## config.mk

```make
export PLATFORM = sky130hd
export DESIGN_NAME = atm_session_ctrl
export DESIGN_NICKNAME = d
export VERILOG_FILES = /design/src/rtl/atm_pkg.sv /design/src/rtl/dec_accum.sv /design/src/rtl/atm_session_ctrl.sv
export SDC_FILE = /design/constraint.sdc
export NUM_CORES = 1
export LEC_CHECK = 0
export BUFFER_PORTS_ARGS = -buffer_cell sky130_fd_sc_hd__buf_2
export CORE_MARGIN = 3
export CORE_UTILIZATION = 44
export CTS_CLUSTER_SIZE = 12
export DETAILED_ROUTE_END_ITERATION = 7
export GPL_ROUTABILITY_DRIVEN = 0
export MAX_ROUTING_LAYER = met4
export PLACE_DENSITY = 0.66
export SETUP_SLACK_MARGIN = 0.15
export SYNTH_ARGS = -nofsm -noshare
export SYNTH_HDL_FRONTEND = slang
export SYNTH_SLANG_ARGS = --single-unit
```

## constraint.sdc

```tcl
create_clock -name clk -period 4.8 [get_ports clk]
set_input_delay 0.24 -clock clk [delete_from_list [all_inputs] [get_ports clk]]
set_output_delay 0.24 -clock clk [all_outputs]
set_load 0.01 [all_outputs]
```

## src/rtl/atm_pkg.sv

```systemverilog
// Shared encodings, payload type and defaults for the ATM session front end.
package atm_pkg;

   localparam int unsigned ACC_W       = 16;
   localparam int unsigned AMT_W       = 10;
   localparam int unsigned ACC_NEXT_W  = 17;
   localparam int unsigned OPT_W       = 2;
   localparam int unsigned STATUS_W    = 2;
   localparam int unsigned KEY_W       = 4;
   localparam int unsigned CNT_W       = 3;

   localparam int unsigned DEF_ACC_DIGITS  = 4;
   localparam int unsigned DEF_AMT_MAX     = 1023;
   localparam int unsigned DEF_TIMEOUT_CYC = 1000;

   localparam logic [KEY_W-1:0] KEY_ENTER  = 4'hA;
   localparam logic [KEY_W-1:0] KEY_CANCEL = 4'hB;
   localparam logic [KEY_W-1:0] KEY_CLEAR  = 4'hC;

   localparam logic [OPT_W-1:0] OPT_NONE = 2'b00;
   localparam logic [OPT_W-1:0] OPT_BAL  = 2'b01;
   localparam logic [OPT_W-1:0] OPT_WD   = 2'b10;
   localparam logic [OPT_W-1:0] OPT_TR   = 2'b11;

   localparam logic [STATUS_W-1:0] ST_IDLE = 2'b00;
   localparam logic [STATUS_W-1:0] ST_BUSY = 2'b01;
   localparam logic [STATUS_W-1:0] ST_OK   = 2'b10;
   localparam logic [STATUS_W-1:0] ST_ERR  = 2'b11;

   typedef enum logic [2:0] {
      S_IDLE,
      S_GET_ACC,
      S_GET_OPT,
      S_GET_DST,
      S_GET_AMT,
      S_ISSUE,
      S_WAIT_RSP,
      S_SHOW
   } state_t;

   typedef struct packed {
      logic [OPT_W-1:0] opt;
      logic [ACC_W-1:0] account;
      logic [ACC_W-1:0] dest;
      logic [AMT_W-1:0] amount;
   } req_t;

   function automatic logic is_digit(input logic [KEY_W-1:0] k);
      return k <= 4'd9;
   endfunction

endpackage

```

## src/rtl/dec_accum.sv

```systemverilog
// Decimal key accumulator: value = value*10 + digit with a digit-count limit
// for account fields or a value limit for the amount field.
module dec_accum
   import atm_pkg::*;
#(
   parameter int unsigned ACC_DIGITS = DEF_ACC_DIGITS,
   parameter int unsigned AMT_MAX    = DEF_AMT_MAX
) (
   input  logic             clk,
   input  logic             rst,
   input  logic             clr,
   input  logic             digit_en,
   input  logic [KEY_W-1:0] digit,
   input  logic             amt_mode,
   output logic [ACC_W-1:0] value,
   output logic [CNT_W-1:0] count,
   output logic             accept_c
);

   localparam logic [CNT_W-1:0] CNT_SAT = '1;

   logic [ACC_NEXT_W-1:0] next_val;

   assign next_val = ACC_NEXT_W'(value) * ACC_NEXT_W'(10) + ACC_NEXT_W'(digit);

   // Leading zeros in the amount field still count as entered digits, so
   // the counter saturates instead of wrapping.
   assign accept_c = amt_mode ? (next_val <= ACC_NEXT_W'(AMT_MAX))
                              : (32'(count) < ACC_DIGITS);

   always_ff @(posedge clk) begin
      if (rst || clr) begin
         value <= '0;
         count <= '0;
      end else if (digit_en && accept_c) begin
         value <= ACC_W'(next_val);
         if (count != CNT_SAT) count <= count + CNT_W'(1);
      end
   end

endmodule

```

## src/rtl/atm_session_ctrl.sv

```systemverilog
// ATM customer session controller: keypad field entry, one request to the
// bank core over valid/ready, response/timeout handling and result display.
module atm_session_ctrl
   import atm_pkg::*;
#(
   parameter int unsigned ACC_DIGITS  = DEF_ACC_DIGITS,
   parameter int unsigned AMT_MAX     = DEF_AMT_MAX,
   parameter int unsigned TIMEOUT_CYC = DEF_TIMEOUT_CYC
) (
   input  logic                clk,
   input  logic                rst,
   input  logic                key_valid,
   input  logic [KEY_W-1:0]    key_code,
   output logic                req_valid,
   input  logic                req_ready,
   output logic [OPT_W-1:0]    req_opt,
   output logic [ACC_W-1:0]    req_account,
   output logic [ACC_W-1:0]    req_dest,
   output logic [AMT_W-1:0]    req_amount,
   input  logic                rsp_valid,
   input  logic                rsp_error,
   input  logic [AMT_W-1:0]    rsp_balance,
   output logic [AMT_W-1:0]    disp_balance,
   output logic [STATUS_W-1:0] status,
   output logic                key_err
);

   localparam int unsigned TMO_W = $clog2(TIMEOUT_CYC + 1);

   state_t                state_q, state_d;
   req_t                  req_q;
   logic                  req_valid_q;
   logic [AMT_W-1:0]      disp_q;
   logic [STATUS_W-1:0]   status_q, status_d;
   logic                  key_err_q;
   logic [TMO_W-1:0]      tmo_cnt_q;

   logic [ACC_W-1:0]      acc_value;
   logic [CNT_W-1:0]      acc_count;
   logic                  acc_accept_c;

   logic                  k_dig_c, k_ent_c, k_can_c, k_clr_c, k_ill_c;
   logic                  tmo_exp_c, has_digits_c, in_field_c;
   logic                  acc_clr_c, acc_dig_c, acc_amt_c;
   logic                  key_err_c, fld_clr_c, opt_ld_c, disp_ld_c;
   logic                  st_acc_c, st_dst_c, st_amt_c;
   logic [OPT_W-1:0]      opt_c;

   assign k_dig_c      = key_valid && is_digit(key_code);
   assign k_ent_c      = key_valid && (key_code == KEY_ENTER);
   assign k_can_c      = key_valid && (key_code == KEY_CANCEL);
   assign k_clr_c      = key_valid && (key_code == KEY_CLEAR);
   assign k_ill_c      = key_valid && (key_code > KEY_CLEAR);
   assign tmo_exp_c    = (tmo_cnt_q == TMO_W'(TIMEOUT_CYC - 1));
   assign has_digits_c = (acc_count != '0);
   assign in_field_c   = (state_q == S_GET_ACC) || (state_q == S_GET_DST) ||
                         (state_q == S_GET_AMT);

   dec_accum #(
      .ACC_DIGITS (ACC_DIGITS),
      .AMT_MAX    (AMT_MAX)
   ) u_dec_accum (
      .clk      (clk),
      .rst      (rst),
      .clr      (acc_clr_c),
      .digit_en (acc_dig_c),
      .digit    (key_code),
      .amt_mode (acc_amt_c),
      .value    (acc_value),
      .count    (acc_count),
      .accept_c (acc_accept_c)
   );

   // State register
   always_ff @(posedge clk) begin
      if (rst) state_q <= S_IDLE;
      else     state_q <= state_d;
   end

   // Next-state logic
   always_comb begin
      state_d = state_q;
      case (state_q)
         S_IDLE:    if (k_dig_c) state_d = S_GET_ACC;
         S_GET_ACC,
         S_GET_DST,
         S_GET_AMT: begin
            if (k_can_c) state_d = S_IDLE;
            else if (k_ent_c && has_digits_c) begin
               if (state_q == S_GET_ACC)      state_d = S_GET_OPT;
               else if (state_q == S_GET_DST) state_d = S_GET_AMT;
               else                           state_d = S_ISSUE;
            end
         end
         S_GET_OPT: begin
            if (k_can_c) state_d = S_IDLE;
            else if (k_dig_c) begin
               case (key_code)
                  4'd1:    state_d = S_ISSUE;
                  4'd2:    state_d = S_GET_AMT;
                  4'd3:    state_d = S_GET_DST;
                  default: state_d = S_GET_OPT;
               endcase
            end
         end
         S_ISSUE:    if (req_valid_q && req_ready) state_d = S_WAIT_RSP;
         S_WAIT_RSP: if (rsp_valid || tmo_exp_c) state_d = S_SHOW;
         S_SHOW:     if (key_valid) state_d = S_IDLE;
         default:    state_d = S_IDLE;
      endcase
   end

   // Output / datapath control logic
   always_comb begin
      acc_clr_c = 1'b0;
      acc_dig_c = 1'b0;
      acc_amt_c = (state_q == S_GET_AMT);
      key_err_c = 1'b0;
      fld_clr_c = 1'b0;
      st_acc_c  = 1'b0;
      st_dst_c  = 1'b0;
      st_amt_c  = 1'b0;
      opt_ld_c  = 1'b0;
      opt_c     = OPT_NONE;
      disp_ld_c = 1'b0;
      status_d  = ST_IDLE;

      if (state_q == S_IDLE) begin
         acc_dig_c = k_dig_c;
      end else if (in_field_c) begin
         if (k_dig_c) begin
            acc_dig_c = acc_accept_c;
            key_err_c = !acc_accept_c;
         end else if (k_ent_c) begin
            key_err_c = !has_digits_c;
            acc_clr_c = has_digits_c;
            st_acc_c  = has_digits_c && (state_q == S_GET_ACC);
            st_dst_c  = has_digits_c && (state_q == S_GET_DST);
            st_amt_c  = has_digits_c && (state_q == S_GET_AMT);
         end else if (k_clr_c) begin
            acc_clr_c = 1'b1;
         end else if (k_can_c) begin
            acc_clr_c = 1'b1;
            fld_clr_c = 1'b1;
         end else if (k_ill_c) begin
            key_err_c = 1'b1;
         end
      end else if (state_q == S_GET_OPT) begin
         if (k_dig_c) begin
            case (key_code)
               4'd1:    begin opt_ld_c = 1'b1; opt_c = OPT_BAL; end
               4'd2:    begin opt_ld_c = 1'b1; opt_c = OPT_WD;  end
               4'd3:    begin opt_ld_c = 1'b1; opt_c = OPT_TR;  end
               default: key_err_c = 1'b1;
            endcase
         end else if (k_can_c) begin
            acc_clr_c = 1'b1;
            fld_clr_c = 1'b1;
         end else if (k_ill_c) begin
            key_err_c = 1'b1;
         end
      end else if (state_q == S_WAIT_RSP) begin
         disp_ld_c = rsp_valid && !rsp_error && (req_q.opt == OPT_BAL);
      end else if (state_q == S_SHOW) begin
         if (key_valid) begin
            acc_clr_c = 1'b1;
            fld_clr_c = 1'b1;
         end
      end

      // A response in the expiry cycle takes precedence over the timeout.
      case (state_d)
         S_ISSUE, S_WAIT_RSP: status_d = ST_BUSY;
         S_SHOW: begin
            if (state_q == S_WAIT_RSP)
               status_d = (rsp_valid && !rsp_error) ? ST_OK : ST_ERR;
            else
               status_d = status_q;
         end
         default: status_d = ST_IDLE;
      endcase
   end

   // Registered outputs and session fields
   always_ff @(posedge clk) begin
      if (rst) begin
         req_q       <= '0;
         req_valid_q <= 1'b0;
         disp_q      <= '0;
         status_q    <= ST_IDLE;
         key_err_q   <= 1'b0;
         tmo_cnt_q   <= '0;
      end else begin
         req_valid_q <= (state_d == S_ISSUE);
         status_q    <= status_d;
         key_err_q   <= key_err_c;
         tmo_cnt_q   <= (state_q == S_WAIT_RSP) ? tmo_cnt_q + TMO_W'(1) : '0;
         if (disp_ld_c) disp_q <= rsp_balance;
         if (fld_clr_c) begin
            req_q <= '0;
         end else begin
            if (st_acc_c) req_q.account <= acc_value;
            if (st_dst_c) req_q.dest    <= acc_value;
            if (st_amt_c) req_q.amount  <= AMT_W'(acc_value);
            if (opt_ld_c) req_q.opt     <= opt_c;
         end
      end
   end

   assign req_valid    = req_valid_q;
   assign req_opt      = req_q.opt;
   assign req_account  = req_q.account;
   assign req_dest     = req_q.dest;
   assign req_amount   = req_q.amount;
   assign disp_balance = disp_q;
   assign status       = status_q;
   assign key_err      = key_err_q;

endmodule

```

==> Implementation_results.wiki, run 1 <==
{| class="wikitable"
! Metric !! Value
|-
| Max-slew violation total from the final report || 0
|-
| Maximum number of pins on one net before global-route repair || 45
|-
| Final cycle utilization of the critical path || 0.8830
|-
| Standard-cell row count || 37
|-
| Maximum root-to-sink buffer count || 2
|-
| Area of combinational cells with multiple inputs || between 2000 and 3000 um^2
|-
| Peak Freq || 236.0 MHz
|-
| Syn Nets || 640
|-
| Insertion delay to the later sink of the worst-skew pair || around 0.36 ns
|-
| Sum of buffers and inverters on the critical path || 0
|-
| CTS Sinks || 90
|-
| First-pass DRT Iterations || 6
|-
| Area growth syn-to-layout || 13.93%
|-
| Mapped Area || 4825 um^2
|-
| Minimum setup slack after placement || approximately 0.28 ns
|-
| Vias in the first global route || around 4.1k
|-
| CP top delay family || simple AND/OR/NAND/NOR gates
|-
| Core utilization of the finished layout || 0.5230
|-
| Final Hold Fails || 0
|-
| Slowest CP cell || a31oi_2
|-
| Clock buffer count from CTS || 9
|-
| Initial antenna violation count || 0
|-
| Synthesis Warnings || 0
|-
| Final critical path time including I/O delays and setup || around 4.2 ns
|-
| Number of levels in the clock H-tree || 3
|-
| Setup violations, final || 0
|-
| Element type at the critical path start || flop
|-
| Setup slack after layout || about 0.56 ns
|-
| Number of cells produced by synthesis || ~590
|-
| Total power || between 1.5 and 2 mW
|-
| Unrepaired setup endpoints after global routing || no
|-
| Endpoint class of the critical path || flop
|-
| Largest voltage drop on the vdd net || between 150 and 200 uV
|-
| Detailed-route DRC error count || 0
|-
| Most frequent CP cell || ha_1
|-
| Number of hold buffers added after cts || 0
|-
| Clock transition at path regs || around 0.090 ns
|-
| Inserted Diodes || 0
|-
| Proportion of synthesized chip area in sequential cells || 0.3734
|-
| EDFF count, synth || 0
|-
| Post-DR vias/cell || ~5.5
|-
| Share of post-route cells with drive strength above 1 || 0.1748
|-
| Placeable Area || about 11000 um^2
|-
| Peak per-stage delay on the critical path || 0.56 ns
|-
| Synth async-reset ratio || 0
|-
| Die H || 110.7 um
|-
| Mean routed wirelength per cell || between 15 and 20 um
|-
| Static leakage power || approximately 2.3 nW
|-
| Leading register cell type out of synthesis || dfxtp_1
|-
| GRT Total Usage || 0.2013
|-
| Slew headroom || 0.2437
|-
| Clock tree skew after final layout || about 0.009 ns
|-
| Pin slew with the least headroom to its limit || 1.130 ns
|-
| Global-route wire length before repair || ~20 mm
|-
| Antenna Violating Nets Remaining || 0
|-
| Wire length after detailed routing || 12.05 mm
|-
| Sum of negative setup slack || 0 ns
|-
| PwrDens || ~280 nW/um^2
|-
| Worst hold path class || in -> reg
|-
| Critical-path maximum fanout || 11
|-
| HPWL after detailed placement || 8.973 mm
|-
| Count of state elements after synthesis || 90
|-
| Horizontal die dimension || about 110 um
|-
| Nets || 701
|-
| Critical path data required time || 5.08 ns
|-
| WP data arrival || ~4.5 ns
|-
| Clock tree from TritonCTS || done
|-
| Number of violations reported at the end of detailed-routing iteration 0 || between 200 and 300
|-
| Port Buffers || 77
|-
| Grt total ovfl || 0
|-
| Root buffer cell || clkbuf_8
|-
| Total die area || around 12000 um^2
|-
| Critical path, cell by cell || ha_1, ha_1, fa_1, a211oi_2, nor3b_1, nor4_1, nand4_1, nor3_2, nand3_1, xnor2_2, a31oi_2, nor2_4, a211oi_1
|-
| Class of the most critical setup path || reg -> reg
|-
| Number of vias in the routed layout || about 4.3k
|-
| Count of different cell masters after synthesis || just over 60
|-
| Count of filler cells inserted in the layout || 1007
|-
| Max_cap viols || 0
|-
| Sequential cell area in the final layout || around 1800 um^2
|-
| Starting density of the core || 0.4591
|-
| Result of the run || finished, final reports clean
|-
| Ports placed on the boundary || 78
|-
| Syn_area_per_cell || about 8 um^2
|}
tightest hold or removal path, cell delays in order:
cell and delay [ns]:
buf_2 0.07, mux2i_1 0.05, nor2_1 0.07
through the flow:
| step | cell area [um^2] | hold slack (ns) | cells |
|---|---|---|---|
| 2_1_floorplan | 4825 | 0.3839 | 586 |
| 3_5_place_dp | 5280 | 0.4453 | 772 |
| 4_1_cts | 5490 | 0.1039 | 788 |
| 3_3_place_gp | 5280 | 0.4374 | 772 |
| 6_report | 5497 | 0.1098 | 788 |
| 5_1_grt | 5497 | 0.1092 | 788 |
cells in the final DEF (no fill, tap or decap), types with 3 or more instances in the layout:
master,instances
a211oi_1,11
a21o_1,4
a21oi_1,77
a31oi_1,3
and2_1,6
and3_1,9
buf_2,77
clkbuf_8,10
dfxtp_1,90
ha_1,32
inv_1,6
mux2i_1,10
nand2_1,117
nand2b_1,3
nand3_1,15
nor2_1,44
nor2b_1,6
nor3_1,6
nor3b_1,4
o211ai_1,6
o21a_1,3
o21ai_0,19
o31a_1,3
or3_1,3
xnor2_1,23
xor2_1,11
cells by family (layout without fill, tap and decap cells):
kind of cell    Yosys count  in the layout  share of synthesized area
xor+xnor                 36             36                    0.06847
simple gates            231            231                     0.2207
buf+inv                  35            101                    0.02853
compound gates          150            150                     0.1968
fa+ha+maj                34             34                    0.09129
mux                      10             10                    0.02075
flops                    90             90                     0.3734
cells in the mapped netlist (9+ instances only):
master,n,area share
and3_1,9,0.012
a211oi_1,11,0.017
xnor2_1,23,0.042
o21ai_0,19,0.020
nor2_1,44,0.034
clkbuf_1,24,0.019
mux2i_1,10,0.021
nand2_1,117,0.091
xor2_1,11,0.020
a21oi_1,77,0.080
dfxtp_1,90,0.37
ha_1,32,0.083
nand3_1,15,0.016
final cells by class:
class / count / area share
Multi-Input combinational cell: 461 / 0.5261
Sequential cell: 90 / 0.3278
Timing Repair Buffer: 79 / 0.07284
Tap cell: 136 / 0.03096
Clock buffer: 10 / 0.02504
Clock inverter: 6 / 0.01320
Inverter: 6 / 0.004097
power breakdown:
| part | switching, mW | internal [mW] |
|---|---|---|
| Sequential | 0.0259 | 0.759 |
| Combinational | 0.137 | 0.0928 |
| Clock | 0.278 | 0.260 |
| Total | 0.441 | 1.11 |
sequential cells by signal, indices dropped and copies added (netlist names):
signal             count
disp_balance          10
u_dec_accum.count      3
req_valid              1
key_err                1
state_q                3
req_amount            10
status                 2
req_account           16
req_dest              16
req_opt                2
tmo_cnt_q             10
u_dec_accum.value     16
metal layers:
metal / global-route usage / wire length, um / vias up
li1: - / - / 2183
met1: 0.2577 / 5483 / 2002
met2: 0.3265 / 5740 / 125
met3: 0.04258 / 706 / 14
met4: 0.05008 / 118 / 0
met5: - / 0 / -
timing repair:
item / CTS / global route
endpoints found under the setup margin: 0 / 16
gates resized for setup: 0 / 1
setup buffers: 0 / 0
final timing paths:
kind	start	end	slack, ns	cells past startpoint
worst max-delay path	u_dec_accum.value[1]	u_dec_accum.value[14]	0.56	13
worst min-delay path	rsp_balance[5]	disp_balance[5]	0.11	3
worst max register to register	u_dec_accum.value[1]	u_dec_accum.value[14]	0.56	13
worst min register to register	req_account[10]	req_account[10]	0.46	2
Power figures use the tool's default switching activity.
==> run 2, diff against run 1 <==
BUFFER_PORTS_ARGS = -buffer_cell sky130_fd_sc_hd__buf_4   (was -buffer_cell sky130_fd_sc_hd__buf_2)
==> Implementation_results.wiki, run 2 (synthesized netlist as in run 1, its figures left out) <==
{| class="wikitable"
! Metric !! Value
|-
| Sum of negative setup slack || 0 ns (unchanged)
|-
| Clock tree from TritonCTS || done
|-
| Placeable Area || 10510 um^2 (unchanged)
|-
| Result of the run || finished, final reports clean
|-
| CTS Sinks || 90 (unchanged)
|-
| Wire length after detailed routing || 12.42 mm (+3.0%)
|-
| Maximum root-to-sink buffer count || 2 (unchanged)
|-
| Final Hold Fails || 0 (unchanged)
|-
| WP data arrival || 4.60 ns (+0.08 ns)
|-
| Static leakage power || 2.317 nW (+0.68%)
|-
| Clock tree skew after final layout || 0.008250 ns (-0.0009391 ns)
|-
| Slew headroom || 0.2321 (-0.01158)
|-
| Critical-path maximum fanout || 11 (unchanged)
|-
| Die H || 110.7 um (unchanged)
|-
| Largest voltage drop on the vdd net || 165.1 uV (-7.5%)
|-
| Peak Freq || 231.6 MHz (-1.8%)
|-
| Maximum number of pins on one net before global-route repair || 45 (unchanged)
|-
| Most frequent CP cell || ha_1
|-
| Clock buffer count from CTS || 9 (unchanged)
|-
| Max-slew violation total from the final report || 0 (unchanged)
|-
| Inserted Diodes || 0 (unchanged)
|-
| Launching instance or port of the critical path || u_dec_accum.value[1]
|-
| Final cycle utilization of the critical path || 0.8996 (+0.01663)
|-
| Number of placed instances, taps included || 771 (-0.13%)
|-
| Count of placed standard cells in the final layout, fillers left out || 787 (-0.13%)
|-
| Minimum setup slack after placement || 0.1728 ns (-0.1073 ns)
|-
| Slowest CP cell || a31oi_2
|-
| First-pass DRT Iterations || 5 (-1)
|-
| Final critical path time including I/O delays and setup || 4.318 ns (+0.07984 ns)
|-
| Unrepaired setup endpoints after global routing || no
|-
| HPWL after detailed placement || 9.108 mm (+1.5%)
|-
| PwrDens || 283.1 nW/um^2 (+0.24%)
|-
| Worst hold margin || 0.1021 ns (-0.007753 ns)
|-
| Pin slew with the least headroom to its limit || 1.148 ns (+0.01731 ns)
|-
| Nets || 700 (-0.14%)
|-
| Class of the most critical setup path || reg -> reg
|-
| Insertion delay to the later sink of the worst-skew pair || 0.37 ns (about the same)
|-
| Worst min-delay path startpoint || rsp_balance[0]
|-
| Root buffer cell || clkbuf_8
|-
| Critical path data required time || 5.08 ns (about the same)
|-
| Ports placed on the boundary || 78 (unchanged)
|-
| Starting density of the core || 0.4591 (unchanged)
|-
| Area growth syn-to-layout || 18.31%
|-
| Worst hold path class || in -> reg
|-
| Critical path, cell by cell || ha_1, ha_1, fa_1, a211oi_2, nor3b_1, nor4_1, nand4_1, nor3_2, nand3_1, xnor2_2, a31oi_2, nor2_4, a211oi_1
|-
| Clock transition at path regs || 0.09 ns (about the same)
|-
| Commonest non-fill, non-tap cells in the layout || 117 x nand2_1, 90 x dfxtp_1, 78 x buf_4, 77 x a21oi_1, 44 x nor2_1
|-
| Post-DR vias/cell || 5.562 (+1.4%)
|-
| Setup slack after layout || 0.4820 ns (-0.07984 ns)
|-
| Grt total ovfl || 0 (unchanged)
|-
| Setup violations, final || 0 (unchanged)
|-
| Vias in the first global route || 4128 (+0.024%)
|-
| Share of post-route cells with drive strength above 1 || 0.1736 (-0.001268)
|-
| CP top delay family || simple AND/OR/NAND/NOR gates
|-
| Initial antenna violation count || 0 (unchanged)
|-
| Peak per-stage delay on the critical path || 0.59 ns (+0.03 ns)
|-
| Antenna Violating Nets Remaining || 0 (unchanged)
|-
| Mean routed wirelength per cell || 15.78 um (+3.2%)
|-
| Sum of buffers and inverters on the critical path || 0 (unchanged)
|-
| Number of violations reported at the end of detailed-routing iteration 0 || 354 (+20%)
|-
| Number of levels in the clock H-tree || 3 (unchanged)
|-
| Max_cap viols || 0 (unchanged)
|-
| Endpoint class of the critical path || flop
|-
| Port Buffers || 77 (unchanged)
|-
| Total die area || 12260 um^2 (unchanged)
|-
| Element type at the critical path start || flop
|-
| Horizontal die dimension || 110.7 um (unchanged)
|-
| Most common cell after layout, fill and taps aside || nand2_1
|-
| Standard-cell row count || 37 (unchanged)
|-
| Detailed-route DRC error count || 0 (unchanged)
|-
| Global-route wire length before repair || 20.45 mm (+1.6%)
|-
| GRT Total Usage || 0.2080 (+0.006677)
|-
| Number of vias in the routed layout || 4377 (+1.2%)
|-
| Reg-to-reg critical path startpoint || u_dec_accum.value[1]
|-
| Count of filler cells inserted in the layout || 949 (-5.8%)
|}
[run 2: cell count changes in the layout (fill, tap and decap cells not counted)]
cell       before  now
buf_2          77    0
buf_4           2   78
bufinv_16       1    2
inv_6           2    1
clkbuf_8       10   11
clkinv_4        2    1
[run 2: what timing repair did]
item                                    in CTS  in global routing
buffers inserted                             0                  0
gates resized for setup                      0                  1
hold endpoints to repair                     0                  0
hold buffers                                 0                  0
endpoints found under the setup margin       0                 16
[run 2: metal layers]
metal,part of all wire,vias up,wire [um],track usage
met3,0.056,21,700,0.04258
li1,-,2170,-,-
met5,0,-,0,-
met1,0.45,2067,5638,0.2624
met2,0.47,119,5839,0.3297
met4,0.019,0,236,0.07800
[run 2: metrics by stage]
| stage | util | power [mW] | instance area [um^2] |
|---|---|---|---|
| 6_report | 0.5432 | 1.616 | 5708 |
| 4_1_cts | 0.5426 | 1.627 | 5702 |
| 5_1_grt | 0.5432 | 1.689 | 5708 |
| 3_3_place_gp | 0.5201 | 1.027 | 5465 |
| 2_1_floorplan | - | 0.9678 | 4825 |
| 3_5_place_dp | 0.5201 | 1.033 | 5465 |
[run 2: layout make-up]
type,instances,area (um^2),area share
Clock buffer,11,151.4,0.02652
Clock inverter,5,85.08,0.01491
Inverter,6,22.52,0.003946
Multi-Input combinational cell,461,2892,0.5066
Sequential cell,90,1802,0.3157
Tap cell,136,170.2,0.02981
Timing Repair Buffer,78,585.6,0.1026
[run 2: path summary, 6_finish.rpt]
path | slack (ns) | cells after the start | endpoint
min | 0.10 | 3 | disp_balance[0]
max reg2reg | 0.48 | 13 | u_dec_accum.value[10]
max | 0.48 | 13 | u_dec_accum.value[10]
min reg2reg | 0.46 | 2 | req_amount[9]
[run 2: power breakdown]
part / switching [mW] / leakage, nW / internal [mW]
registers: 0.0280 / 0.727 / 0.758
clock network: 0.272 / 0.116 / 0.324
logic: 0.136 / 1.47 / 0.0963
total: 0.437 / 2.32 / 1.18
[run 2: worst reg2reg max path, delay by kind of cell (launching register included)]
| kind | cells | cell delay, ns |
|---|---|---|
| and+or+nand+nor | 6 | 1.33 |
| DFF | 1 | 0.48 |
| AOI/OAI and AO/OA | 3 | 1.25 |
| xor gates and xnor gates | 1 | 0.21 |
| adders and majority gates | 3 | 0.97 |
==> run 3, diff against run 2 <==
PLACE_DENSITY = 0.68   (was 0.66)
clock period = 3.54 ns   (was 4.8 ns; I/O delays follow)
==> Implementation_results.wiki, run 3 (synthesized netlist as in run 1, its figures left out) <==
{| class="wikitable"
! Metric !! Value
|-
| Area growth syn-to-layout || 31.59%
|-
| Initial antenna violation count || 0 (unchanged)
|-
| Largest voltage drop on the vdd net || 194.3 uV (+18%)
|-
| Placeable Area || 10510 um^2 (unchanged)
|-
| Sum of negative setup slack || -0.07159 ns (-0.07159 ns)
|-
| Number of vias in the routed layout || 4576 (+4.5%)
|-
| Wire length after detailed routing || 12.90 mm (+3.9%)
|-
| Most common cell after layout, fill and taps aside || buf_4
|-
| Pin slew with the least headroom to its limit || 0.8280 ns (-0.3196 ns)
|-
| Slew headroom || 0.4480 (+0.2159)
|-
| Starting density of the core || 0.4591 (unchanged)
|-
| Final Hold Fails || 0 (unchanged)
|-
| Critical path data required time || 3.82 ns (-1.26 ns)
|-
| Commonest non-fill, non-tap cells in the layout || 130 x buf_4, 116 x nand2_1, 86 x dfxtp_1, 74 x a21oi_1, 44 x nor2_1
|-
| Max-slew violation total from the final report || 0 (unchanged)
|-
| Horizontal die dimension || 110.7 um (unchanged)
|-
| Combinational group share of total power || 0.203 (+0.059)
|-
| Switching share of power || 0.2897 (+0.01945)
|-
| Peak Freq || 276.9 MHz (+20%)
|-
| Part of the total power dissipated in sequential elements || 0.478 (-0.009)
|-
| Vias in the first global route || 4432 (+7.4%)
|-
| Standard-cell row count || 37 (unchanged)
|-
| Final critical path time including I/O delays and setup || 3.612 ns (-0.7064 ns)
|-
| Total die area || 12260 um^2 (unchanged)
|-
| Clock tree skew after final layout || 0.01120 ns (+0.002951 ns)
|-
| HPWL after detailed placement || 9.532 mm (+4.7%)
|-
| Element type at the critical path start || flop
|-
| Clock share of power || 0.319 (-0.050)
|-
| Die H || 110.7 um (unchanged)
|-
| Grt total ovfl || 0 (unchanged)
|-
| Insertion delay to the later sink of the worst-skew pair || 0.36 ns (about the same)
|-
| Ports placed on the boundary || 78 (unchanged)
|-
| Port Buffers || 77 (unchanged)
|-
| Static leakage power || 2.648 nW (+14%)
|-
| Internal power consumption || 1.563 mW (+33%)
|-
| Violated checks || negative setup slack
|-
| Setup violations, final || 1 (+1)
|-
| Post-DR vias/cell || 5.415 (-2.6%)
|-
| Class of the most critical setup path || reg -> reg
|-
| Final cycle utilization of the critical path || 1.020 (+0.1206)
|-
| Setup slack after layout || -0.07159 ns (-0.5536 ns)
|-
| PwrDens || 346.7 nW/um^2 (+22%)
|-
| Clock buffer count from CTS || 9 (unchanged)
|-
| Mean routed wirelength per cell || 15.26 um (-3.3%)
|-
| Maximum root-to-sink buffer count || 2 (unchanged)
|-
| First-pass DRT Iterations || 4 (-1)
|-
| Antenna Violating Nets Remaining || 0 (unchanged)
|-
| WP data arrival || 3.89 ns (-0.71 ns)
|-
| Slack of the worst reg-to-reg path || -0.07 ns (-0.55 ns)
|-
| Unrepaired setup endpoints after global routing || yes
|-
| Total power || 2.201 mW (+36%)
|-
| Finished layout cell area || 6349 um^2 (+11%)
|-
| CTS Sinks || 90 (unchanged)
|-
| Max_cap viols || 0 (unchanged)
|-
| Worst hold path class || in -> reg
|-
| Maximum number of pins on one net before global-route repair || 45 (unchanged)
|-
| Root buffer cell || clkbuf_8
|-
| Share of post-route cells with drive strength above 1 || 0.2877 (+0.1142)
|-
| Net Sw Power || 0.6377 mW (+46%)
|-
| Core utilization of the finished layout || 0.6041 (+0.06096)
|-
| GRT Total Usage || 0.2114 (+0.003335)
|-
| Inserted Diodes || 0 (unchanged)
|-
| Number of hold buffers added after cts || 0 (unchanged)
|-
| Nets || 758 (+8.3%)
|-
| Detailed-route DRC error count || 0 (unchanged)
|-
| Number of levels in the clock H-tree || 3 (unchanged)
|-
| Clock transition at path regs || 0.09 ns (about the same)
|-
| Post-placement cell area || 5844 um^2 (+6.9%)
|-
| Critical-path maximum fanout || 7 (-4)
|-
| Endpoint class of the critical path || flop
|-
| Result of the run || finished, violations left
|-
| Worst hold margin || 0.05294 ns (-0.04913 ns)
|-
| Number of violations reported at the end of detailed-routing iteration 0 || 261 (-26%)
|-
| Global-route wire length before repair || 21.21 mm (+3.7%)
|-
| Clock tree from TritonCTS || done
|}
==> run 3: cell count changes in the layout (fill, tap and decap cells not counted), moves of 3 or more <==
| cell | before | now |
|---|---|---|
| xnor2_1 | 23 | 20 |
| a21oi_2 | 0 | 3 |
| ha_1 | 32 | 27 |
| xnor2_2 | 1 | 4 |
| buf_6 | 0 | 4 |
| a21oi_1 | 77 | 74 |
| o21ai_2 | 0 | 3 |
| buf_4 | 78 | 130 |
| dfxtp_2 | 0 | 3 |
| o21ai_0 | 19 | 15 |
| ha_4 | 0 | 3 |
| dfxtp_1 | 90 | 86 |
==> run 3: layer usage <==
layer / track usage / part of all wire / vias to the layer above
met1: 0.2762 / 0.46 / 2138
met2: 0.3410 / 0.48 / 125
li1: - / - / 2297
met4: 0.05993 / 0.013 / 0
met5: - / 0 / -
met3: 0.03275 / 0.047 / 16
==> run 3: metrics by stage <==
| stage | setup WS [ns] | instances |
|---|---|---|
| finish | -0.07159 | 845 |
| global route | -0.2977 | 845 |
| CTS | 0.01569 | 838 |
| detailed placement | -0.02745 | 816 |
| global placement | 0.007665 | 816 |
| floorplan | 0.1649 | 586 |
==> run 3: path summary, 6_finish.rpt <==
path,from,to,depth (start not counted)
max,u_dec_accum.value[1],u_dec_accum.value[15],14
min,rsp_balance[0],disp_balance[0],3
max reg2reg,u_dec_accum.value[1],u_dec_accum.value[15],14
min reg2reg,req_account[3],req_account[3],2
==> run 3: worst max-delay path, stage by stage, from the launching register on <==
cell and delay [ns]:
dfxtp_4 0.36, ha_4 0.24, ha_4 0.16, fa_2 0.37, a211oi_4 0.32, o31ai_4 0.12, o31ai_4 0.34, xor2_2 0.13
nor3_2 0.23, nand3_1 0.15, xnor2_2 0.28, a31oi_2 0.17, buf_6 0.16, or4_1 0.39, o21ai_1 0.11
==> run 3: power by group through the flow <==
stage,Combinational [mW],Sequential [mW],Clock (mW)
6_report,0.447,1.05,0.701
5_1_grt,0.485,1.05,0.755
4_1_cts,0.419,1.05,0.706
3_5_place_dp,0.385,1.07,0
3_3_place_gp,0.378,1.07,0
2_1_floorplan,0.246,1.07,0
==> run 3: timing repair <==
item / 4_1_cts / 5_1_grt
gates resized for setup: 24 / 22
buffers inserted: 6 / 6
endpoints found under the setup margin: 20 / 20
cloned: 0 / 1
pin swaps: 24 / 9
==> run 3: cell type report <==
class | count | area (um^2)
inverters | 6 | 22.52
fillers | 904 | 4160
clock inverters | 6 | 66.31
clock buffers | 10 | 127.6
well taps | 136 | 170.2
multi-input cells | 462 | 3124
flip-flops and latches | 90 | 1809
repair buffers | 135 | 1028
